<file path="src/rtl/clk_gen_pkg.sv">
// Shared constants and helpers for the clock-enable generator.
package clk_gen_pkg;

  // Default counter/divisor width.
  localparam int CNT_W_DEF = 32;

  // Default divisor: 50 MHz board clock slowed to 5 Hz for observation.
  localparam int unsigned DEFAULT_DIV_DEF = 32'd10000000;

  // Width used by the helper so it can serve any CNT_W up to 64.
  localparam int DIV_FN_W = 64;

  // Effective divisor: a programmed value of 0 behaves like 1.
  function automatic logic [DIV_FN_W-1:0] div_eff(input logic [DIV_FN_W-1:0] div);
    return (div == '0) ? DIV_FN_W'(1) : div;
  endfunction

endpackage

</file>
<file path="src/rtl/clk_div_chan.sv">
// One divider channel: counter, active/next divisor with pending flag,
// registered tick enable and square wave.
module clk_div_chan
  import clk_gen_pkg::*;
#(
  parameter int               CNT_W       = CNT_W_DEF,
  parameter logic [CNT_W-1:0] DEFAULT_DIV = CNT_W'(DEFAULT_DIV_DEF)
) (
  input  logic             clk,
  input  logic             reset,
  input  logic             en,
  input  logic             force_tick,
  input  logic [CNT_W-1:0] div_in,
  input  logic             load,
  output logic             tick,
  output logic             sq,
  output logic             pend
);

  logic [CNT_W-1:0] cnt_reg, cnt_next;
  logic [CNT_W-1:0] div_reg, div_next;
  logic [CNT_W-1:0] nxt_div_reg, nxt_div_next;
  logic             pend_reg, pend_next;
  logic             tick_reg, tick_next;
  logic             sq_reg, sq_next;

  logic [CNT_W-1:0] cur_eff;
  logic [CNT_W-1:0] new_eff;
  logic             wrap;

  assign cur_eff = CNT_W'(div_eff(DIV_FN_W'(div_reg)));
  assign new_eff = CNT_W'(div_eff(DIV_FN_W'(div_next)));
  assign wrap    = (cnt_reg == cur_eff - CNT_W'(1));

  // Next-state: count, wrap and swap in a pending divisor only at a period boundary.
  always_comb begin
    cnt_next     = cnt_reg;
    div_next     = div_reg;
    nxt_div_next = nxt_div_reg;
    pend_next    = pend_reg;
    tick_next    = 1'b0;
    sq_next      = sq_reg;

    if (en) begin
      if (wrap) begin
        cnt_next  = '0;
        tick_next = 1'b1;
        if (pend_reg) begin
          div_next  = nxt_div_reg;
          pend_next = 1'b0;
        end
      end else begin
        cnt_next = cnt_reg + CNT_W'(1);
      end
      // First half of the (possibly new) period is high.
      sq_next = (cnt_next < (new_eff >> 1));
    end else begin
      tick_next = force_tick;
    end

    // A load always lands after the wrap decision, so a load on the wrap
    // cycle waits for the following wrap; the last load wins.
    if (load) begin
      nxt_div_next = div_in;
      pend_next    = 1'b1;
    end
  end

  // State register with asynchronous active-low clear.
  always_ff @(posedge clk or negedge reset) begin
    if (!reset) begin
      cnt_reg     <= '0;
      div_reg     <= DEFAULT_DIV;
      nxt_div_reg <= DEFAULT_DIV;
      pend_reg    <= 1'b0;
      tick_reg    <= 1'b0;
      sq_reg      <= (DEFAULT_DIV >= CNT_W'(2));
    end else begin
      cnt_reg     <= cnt_next;
      div_reg     <= div_next;
      nxt_div_reg <= nxt_div_next;
      pend_reg    <= pend_next;
      tick_reg    <= tick_next;
      sq_reg      <= sq_next;
    end
  end

  assign tick = tick_reg;
  assign sq   = sq_reg;
  assign pend = pend_reg;

endmodule

</file>
<file path="src/rtl/clk_enable_gen.sv">
// Multi-channel clock-enable generator: step edge detector plus N_CH
// independent divider channels sharing one divisor input.
module clk_enable_gen
  import clk_gen_pkg::*;
#(
  parameter int               CNT_W       = CNT_W_DEF,
  parameter int               N_CH        = 2,
  parameter logic [CNT_W-1:0] DEFAULT_DIV = CNT_W'(DEFAULT_DIV_DEF)
) (
  input  logic             clk,
  input  logic             reset,
  input  logic [CNT_W-1:0] div_in,
  input  logic [N_CH-1:0]  div_load,
  input  logic             run,
  input  logic             step,
  output logic [N_CH-1:0]  tick,
  output logic [N_CH-1:0]  sq,
  output logic [N_CH-1:0]  pend
);

  logic step_d_reg;
  logic step_ev;
  logic force_tick;

  // Remember last step level so a held button yields a single event.
  always_ff @(posedge clk or negedge reset) begin
    if (!reset) begin
      step_d_reg <= 1'b0;
    end else begin
      step_d_reg <= step;
    end
  end

  assign step_ev    = step & ~step_d_reg;
  // Steps only matter while frozen.
  assign force_tick = step_ev & ~run;

  generate
    for (genvar gi = 0; gi < N_CH; gi++) begin : g_chan
      clk_div_chan #(
        .CNT_W      (CNT_W),
        .DEFAULT_DIV(DEFAULT_DIV)
      ) u_chan (
        .clk       (clk),
        .reset     (reset),
        .en        (run),
        .force_tick(force_tick),
        .div_in    (div_in),
        .load      (div_load[gi]),
        .tick      (tick[gi]),
        .sq        (sq[gi]),
        .pend      (pend[gi])
      );
    end
  endgenerate

endmodule

</file>
<file path="config.mk">
export PLATFORM = sky130hd
export DESIGN_NAME = clk_enable_gen
export DESIGN_NICKNAME = d
export VERILOG_FILES = /design/src/rtl/clk_gen_pkg.sv /design/src/rtl/clk_div_chan.sv /design/src/rtl/clk_enable_gen.sv
export SDC_FILE = /design/constraint.sdc
export NUM_CORES = 1
export LEC_CHECK = 0
export ABC_CLOCK_PERIOD_IN_PS = 6790
export CORE_MARGIN = 1
export CORE_UTILIZATION = 50
export CTS_CLUSTER_DIAMETER = 30
export DETAILED_ROUTE_END_ITERATION = 10
export PLACE_DENSITY = 0.67
export SLEW_MARGIN = 20
export SYNTH_ARGS = -nofsm -noshare
export SYNTH_HDL_FRONTEND = slang
export SYNTH_SLANG_ARGS = --single-unit
export TNS_END_PERCENT = 5
</file>
<file path="constraint.sdc">
create_clock -name clk -period 6.79 [get_ports clk]
set_input_delay 0.679 -clock clk [delete_from_list [all_inputs] [get_ports clk]]
set_output_delay 0.679 -clock clk [all_outputs]
set_load 0.01 [all_outputs]
</file>
==> impl_results.md, run 1 <==
* Die Wd at 164 um
* GRT overflow at 0
* Outcome: finished clean
* Io pins at 44
* Number of remaining DRC errors at 0
* Core area at approximately 0.025 sq mm
* Max frequency at between 150 and 200 MHz
* # hold bufs at CTS at 0
* H-tree Lvls at 4
* Antenna violations before repair at 1
* Die Ht at 164 um
* Area Overhead vs Synth at 10.7%
* Avg Vias per Cell at 5.96
* Gpl congestion at 0.934
* CP Cell Sequence: nor4_2, nand4_1, nor4_1, buf_4, nor2_1, ha_1, o311ai_0, o221ai_1, nor4_1, nand4_1, nor4_4, buf_4, mux2_2, inv_1, ha_1, a21o_1, a21o_1, a21o_1, a21o_1, a21oi_1, nor2b_1, o21ai_0, a31oi_1, a211oi_1
* Diode count at 0
* Die Footprint at 0.0269 sq mm
* Max VDD drop at between 0.00015 and 0.0002 V
* CTS buffer count at 17
* All-Layer GR Usage at ~27%
* Setup crit end kind: flip-flop
* Post-synth ARST share at 100%
* Share of cells above drive strength 1 at 19.7%
* Final setup vio count at 0
* Clk buf depth at 2
* Area contributors post-synth: dfrtp_1, mux2_2, dfstp_2
* Storage element area at around 0.005 sq mm
* Worst-path maximum fanout at 16
* Most frequent cell after synthesis: dfrtp_1
* TritonCTS clock tree: built
* RSZ-0062 raised after global routing: false
* Initial core utilization at 51.5%
* Max Clock Skew at 0.0207 ns
* Slowest stage delay, CP at 0.46 ns
* Post-synth top area share at 31.5%
* Synthesized area at 0.0131 sq mm
* CP Launch Type: flip-flop
* Power Dens Cells at approximately 250 mW/mm^2
* Area occupied by multi-input gates at between 0.007 and 0.008 sq mm
* Wire per inst at 20.5 um
* Hold Fails Final Rpt at 0
* Vias in the first global route at 9,747
* Number of flops mapped to enable cells by yosys at 0
* Crit-path most repeated cell: a21o_1
* Worst EP required at between 7 and 8 ns
* Drt pass-1 iters at 7
* ANT nets after route at 0
* Post-layout worst setup margin at 0.454 ns
* Setup TNS at 0 ns
* Worst-skew pair later-pin latency at around 0.45 ns
* Drt total wl at roughly 34,000 um
* Final Critical Period at 6.34 ns
* Register bit total from synthesis at between 150 and 200
* DRT iter0 DRCs at 719
* PortBufs at 43
* Cell taking the most area after synthesis: dfrtp_1
* Clock sinks at 199
* Library cells used by synthesis at between 70 and 80
* Post-synthesis instance total at 1,311
* Synth Warn # at 0
* DP Wirelength at 26,500 um
* R2r startpoint: g_chan[0].u_chan.div_reg[8]
* Arrival @ worst endpoint at 6.68 ns
* Min-Delay Path Class: in2async
* Mapped Nets at 1,413
* Slew Limit Fails at 0
* Pin count of the biggest net entering global routing at 80
* Fill cells at between 2,000 and 2,500
* Reg clk slew, reported paths at approximately 0.08 ns
* Slowest library cell on the worst path: dfrtp_1
* FF-to-FF setup slack at between 0.4 and 0.5 ns
* # nets final at 1,441
* FF-to-FF End: g_chan[0].u_chan.sq
* Worst reg-to-reg path cell count at 24
* Critical path class: reg2reg
* Total leakage power at 6.58 nW
* Register area share after synthesis at 38.3%
* Worst-margin pin slew at 1.07 ns
* Avg Inst Size Synth at 10.0 sq um
* Vias at 10,017
* Root buf cell: clkbuf_16
* Ys flop type: dfrtp_1
* Global-route wire length before repair at 55,000 um
* Row count at between 50 and 60
* Setup WS pre-CTS at 0.360 ns
* Final period util at 93.3%
* Rel. slew slack at between 20 and 30%
* Post-synth top cells: dfrtp_1, mux2_2, nor2_1
* Max-cap violation count at 0
where the power goes:
group | internal [W] | switching [W] | leakage [nW] | total [W]
clock | 0.000567 | 0.000486 | 0.296 | 0.00105
sequential | 0.00132 | 0.000170 | 2.49 | 0.00149
combinational | 0.000505 | 0.000635 | 3.79 | 0.00114
layout make-up:
| class | count | share of cell area [%] |
|---|---|---|
| Clock buffer | 19 | 3.05 |
| Clock inverter | 13 | 1.11 |
| Inverter | 77 | 1.99 |
| Multi-Input combinational cell | 968 | 51.8 |
| Sequential cell | 199 | 34.6 |
| Tap cell | 330 | 2.84 |
| Timing Repair Buffer | 76 | 4.63 |
cell families after synthesis:
group           after synthesis  share of synthesized area [%]
compound gates              163                           8.92
flops                       199                           38.3
mux                         194                           16.2
buf+inv                     144                           4.52
simple gates                416                           17.2
xor+xnor                    131                           8.74
fa+ha+maj                    64                           6.10
layout by cell type (no fill, tap or decap), types with 5 or more instances in the layout:
master,synthesis,layout
or2_2,5,5
xnor2_1,79,79
o21ai_0,19,19
a2111oi_0,8,8
o221ai_1,5,5
and3_1,15,15
nor2_1,112,112
a31oi_1,5,5
a21oi_1,32,32
ha_1,64,64
clkdlybuf4s50_1,0,40
or4_1,11,11
xor2_1,52,52
dfstp_2,34,34
a21o_1,33,33
and4_1,7,7
nand3_1,45,45
mux2i_1,47,47
inv_1,77,77
nor3_1,32,32
buf_4,8,33
o31ai_1,5,5
or3_1,11,11
nand2_1,56,56
nor4_1,30,29
mux2_2,144,144
and2_1,7,7
nand4_1,31,31
a211oi_1,6,6
nor2b_1,12,12
nand3b_1,5,5
clkbuf_16,0,17
nand2b_1,11,11
dfrtp_1,165,165
timing repair:
item,4_1_cts,5_1_grt
endpoints found under the setup margin,0,1
setup buffers,0,2
gates resized for setup,0,1
worst max-delay path by stage:
stage                     endpoint                        start  slack (ns)
6_report       g_chan[0].u_chan.sq  g_chan[0].u_chan.div_reg[8]        0.45
5_1_grt        g_chan[0].u_chan.sq  g_chan[0].u_chan.div_reg[8]        0.03
4_1_cts        g_chan[0].u_chan.sq  g_chan[0].u_chan.div_reg[8]        0.32
3_5_place_dp   g_chan[0].u_chan.sq  g_chan[0].u_chan.div_reg[8]        0.36
3_3_place_gp   g_chan[0].u_chan.sq  g_chan[0].u_chan.div_reg[8]        0.49
2_1_floorplan  g_chan[1].u_chan.sq  g_chan[1].u_chan.div_reg[2]        0.82
worst max-delay path, delay by kind of cell, from the launching register on:
kind                     cells  cell delay [ns]
multiplexers                 1             0.38
buffers and inverters        3             0.61
AND/OR/NAND/NOR              8             2.20
AO/OA/AOI/OAI               10             2.15
flip-flops                   1             0.46
adder cells (fa/ha/maj)      2             0.45
through the flow:
stage,util [%],cell area [sq um],cells,power (W),hold slack [ns]
2_1_floorplan,-,13100,1311,0.00223,0.383
3_3_place_gp,54.5,13900,1648,0.00261,0.485
3_5_place_dp,54.5,13900,1648,0.00262,0.491
4_1_cts,56.9,14500,1680,0.00368,0.279
5_1_grt,57.0,14500,1682,0.00389,0.291
6_report,57.0,14500,1682,0.00368,0.237
per-layer routing:
layer | wire [um] | global-route usage (%) | up-vias
li1 | - | - | 4773
met1 | 16700 | 39.1 | 4944
met2 | 15500 | 41.5 | 270
met3 | 1760 | 4.29 | 30
met4 | 491 | 6.44 | 0
met5 | 0 | 0 | -
Note: power is estimated with default switching activity, not from simulation.
==> run 2: changes to the inputs <==
--- a/config.mk
+++ b/config.mk
@@ -11,6 +11,7 @@
 export CTS_CLUSTER_DIAMETER = 30
 export DETAILED_ROUTE_END_ITERATION = 10
 export PLACE_DENSITY = 0.67
+export RECOVER_POWER = 50
 export SLEW_MARGIN = 20
 export SYNTH_ARGS = -nofsm -noshare
 export SYNTH_HDL_FRONTEND = slang
==> run 2 against run 1 <==
Net effect:
- the run now ends with max-capacitance violations, max-slew violations left
- non-clock buffer count did not move
- clock skew barely moved
- hold slack improved by 0.27 ns
- clock power barely moved
- sequential power about the same
- flip-flop and latch count stayed put
==> impl_results.md, run 2 (same netlist as run 1, synthesis figures left out) <==
* Outcome: complete, but fails checks
* Failing checks: max-capacitance violations, max-slew violations
* H-tree Lvls at 4
* Critical path class: reg2reg
* Slowest library cell on the worst path: dfrtp_1
* RSZ-0062 raised after global routing: false
* Worst-path maximum fanout at 16
* Global-route wire length before repair at around 55,000 um
* Final setup vio count at 0
* Die Ht at 164 um
* CP Launch Type: flip-flop
* Drt total wl at 34,500 um
* All-Layer GR Usage at 26.8%
* Reg clk slew, reported paths at 0.07 ns
* Setup TNS at 0 ns
* Cell area after placement at 0.0139 sq mm
* CP Cell Sequence: nor4_2, nand4_1, nor4_1, buf_4, nor2_1, ha_1, o311ai_0, o221ai_1, nor4_1, nand4_1, nor4_4, buf_4, mux2_2, inv_1, ha_1, a21o_1, a21o_1, a21o_1, a21o_1, a21oi_1, nor2b_1, o21ai_0, a31oi_1, a211oi_1
* Number of remaining DRC errors at 0
* Sw power at 0.00129 W
* Worst EP required at 7.14 ns
* Rel. slew slack at -188%
* Pin count of the biggest net entering global routing at 80
* Arrival @ worst endpoint at 6.68 ns
* Slew Limit Fails at 211
* CTS buffer count at 17
* Most frequent cells in the layout: dfrtp_1, mux2_2, nor2_1
* Worst-margin pin slew at 4.32 ns
* Wire per inst at 20.5 um
* Post-layout worst setup margin at 0.454 ns
* Vias in the first global route at 9,747
* Sw frac at 35.1%
* Initial core utilization at between 50 and 60%
* Layout Utilization at between 50% and 60%
* Io pins at 44
* Core area at approximately 0.025 sq mm
* Clock sinks at just under 200
* Row count at 58
* Hold Fails Final Rpt at 0
* Crit-path most repeated cell: a21o_1
* Antenna violations before repair at 1
* Max VDD drop at around 0.00016 V
* Final hold slack at 0.505 ns
* Setup crit end kind: flip-flop
* Power Dens Cells at 254 mW/mm^2
* Die Wd at 164 um
* TritonCTS clock tree: built
* GRT overflow at 0
* ANT nets after route at 0
* Clock share of power at 28.6%
* FF-to-FF setup slack at about 0.45 ns
* Max frequency at 158 MHz
* Max-cap violation count at 4
* DP Wirelength at 26,500 um
* Post-Layout Inst Area at 0.0145 sq mm
* PortBufs at between 40 and 50
* Setup WS pre-CTS at 0.360 ns
* Comb pwr share at 31.0%
* Clk buf depth at 2
* Diode count at 0
* P_int at 0.00239 W
* Most common cell after layout, fill and taps aside: dfrtp_1
* Slowest stage delay, CP at 0.46 ns
* Final Critical Period at 6.34 ns
* Reg power frac at around two fifths
* Min-Delay Path Class: reg2reg
* # nets final at 1,441
* Area Overhead vs Synth at 10.5%
* Die Footprint at 0.0269 sq mm
* DRT iter0 DRCs at 721
* Share of cells above drive strength 1 at 19.5%
* Avg Vias per Cell at between 5 and 6
* R2r startpoint: g_chan[0].u_chan.div_reg[8]
* Total leakage power at 6.57 nW
* Max Clock Skew at 0.0211 ns
* Vias at 10,010
* Worst-skew pair later-pin latency at between 0.4 and 0.5 ns
* Drt pass-1 iters at 5
* Crit path from: g_chan[0].u_chan.div_reg[8]
* Gpl congestion at 0.934
* Final period util at just over 90%
* Root buf cell: clkbuf_16
* Hold Path Origin: g_chan[1].u_chan.nxt_div_reg[27]
run 2: cell count changes in the layout (fill, tap and decap cells not counted), sizes merged:
cell / delta
buf: -4
clkbuf: +4
clkdlybuf4s50: -2
dlygate4sd3: +2
run 2: cell type report:
| class | count | area, sq um |
|---|---|---|
| well taps | 330 | 413 |
| flip-flops and latches | 199 | 5020 |
| clock inverters | 13 | 161 |
| fillers | 2232 | 11000 |
| multi-input cells | 968 | 7520 |
| inverters | 77 | 289 |
| repair buffers | 76 | 652 |
| clock buffers | 19 | 443 |
run 2: layer usage:
layer  track usage [%]  wire (um)
met1              39.1      16800
met2              41.5      15500
met3              4.29       1670
met4              6.44        442
met5                 0          0
run 2: timing repair:
action	CTS	global route
resized for setup	0	1
hold buffers	0	0
hold endpoints to repair	0	0
setup endpoints to repair	0	1
setup buffers	0	2
run 2: critical path, delay by kind of cell, from the launching register on:
kind / cells / cell delay [ns]
compound gates: 10 / 2.15
fa+ha+maj: 2 / 0.45
buf+inv: 3 / 0.61
flops: 1 / 0.46
mux: 1 / 0.38
simple gates: 8 / 2.20
run 2: final timing paths:
kind,to,cells past startpoint
min in group asynchronous,g_chan[0].u_chan.cnt_reg[21],1
min reg2reg,g_chan[1].u_chan.nxt_div_reg[27],1
max,g_chan[0].u_chan.sq,24
max in group asynchronous,g_chan[1].u_chan.cnt_reg[5],2
max reg2reg,g_chan[0].u_chan.sq,24
min,g_chan[1].u_chan.nxt_div_reg[27],1
run 2: through the flow:
step | total power [W] | cells
after floorplan | 0.00223 | 1311
after global placement | 0.00261 | 1648
after detailed placement | 0.00262 | 1648
after CTS | 0.00368 | 1680
after global routing | 0.00389 | 1682
final | 0.00368 | 1682
run 2: power by group through the flow:
stage | clock (W) | combinational (W) | sequential, W
6_report | 0.00105 | 0.00114 | 0.00149
5_1_grt | 0.00112 | 0.00126 | 0.00151
4_1_cts | 0.00108 | 0.00112 | 0.00149
3_5_place_dp | 0 | 0.00111 | 0.00151
3_3_place_gp | 0 | 0.00110 | 0.00151
2_1_floorplan | 0 | 0.000819 | 0.00141
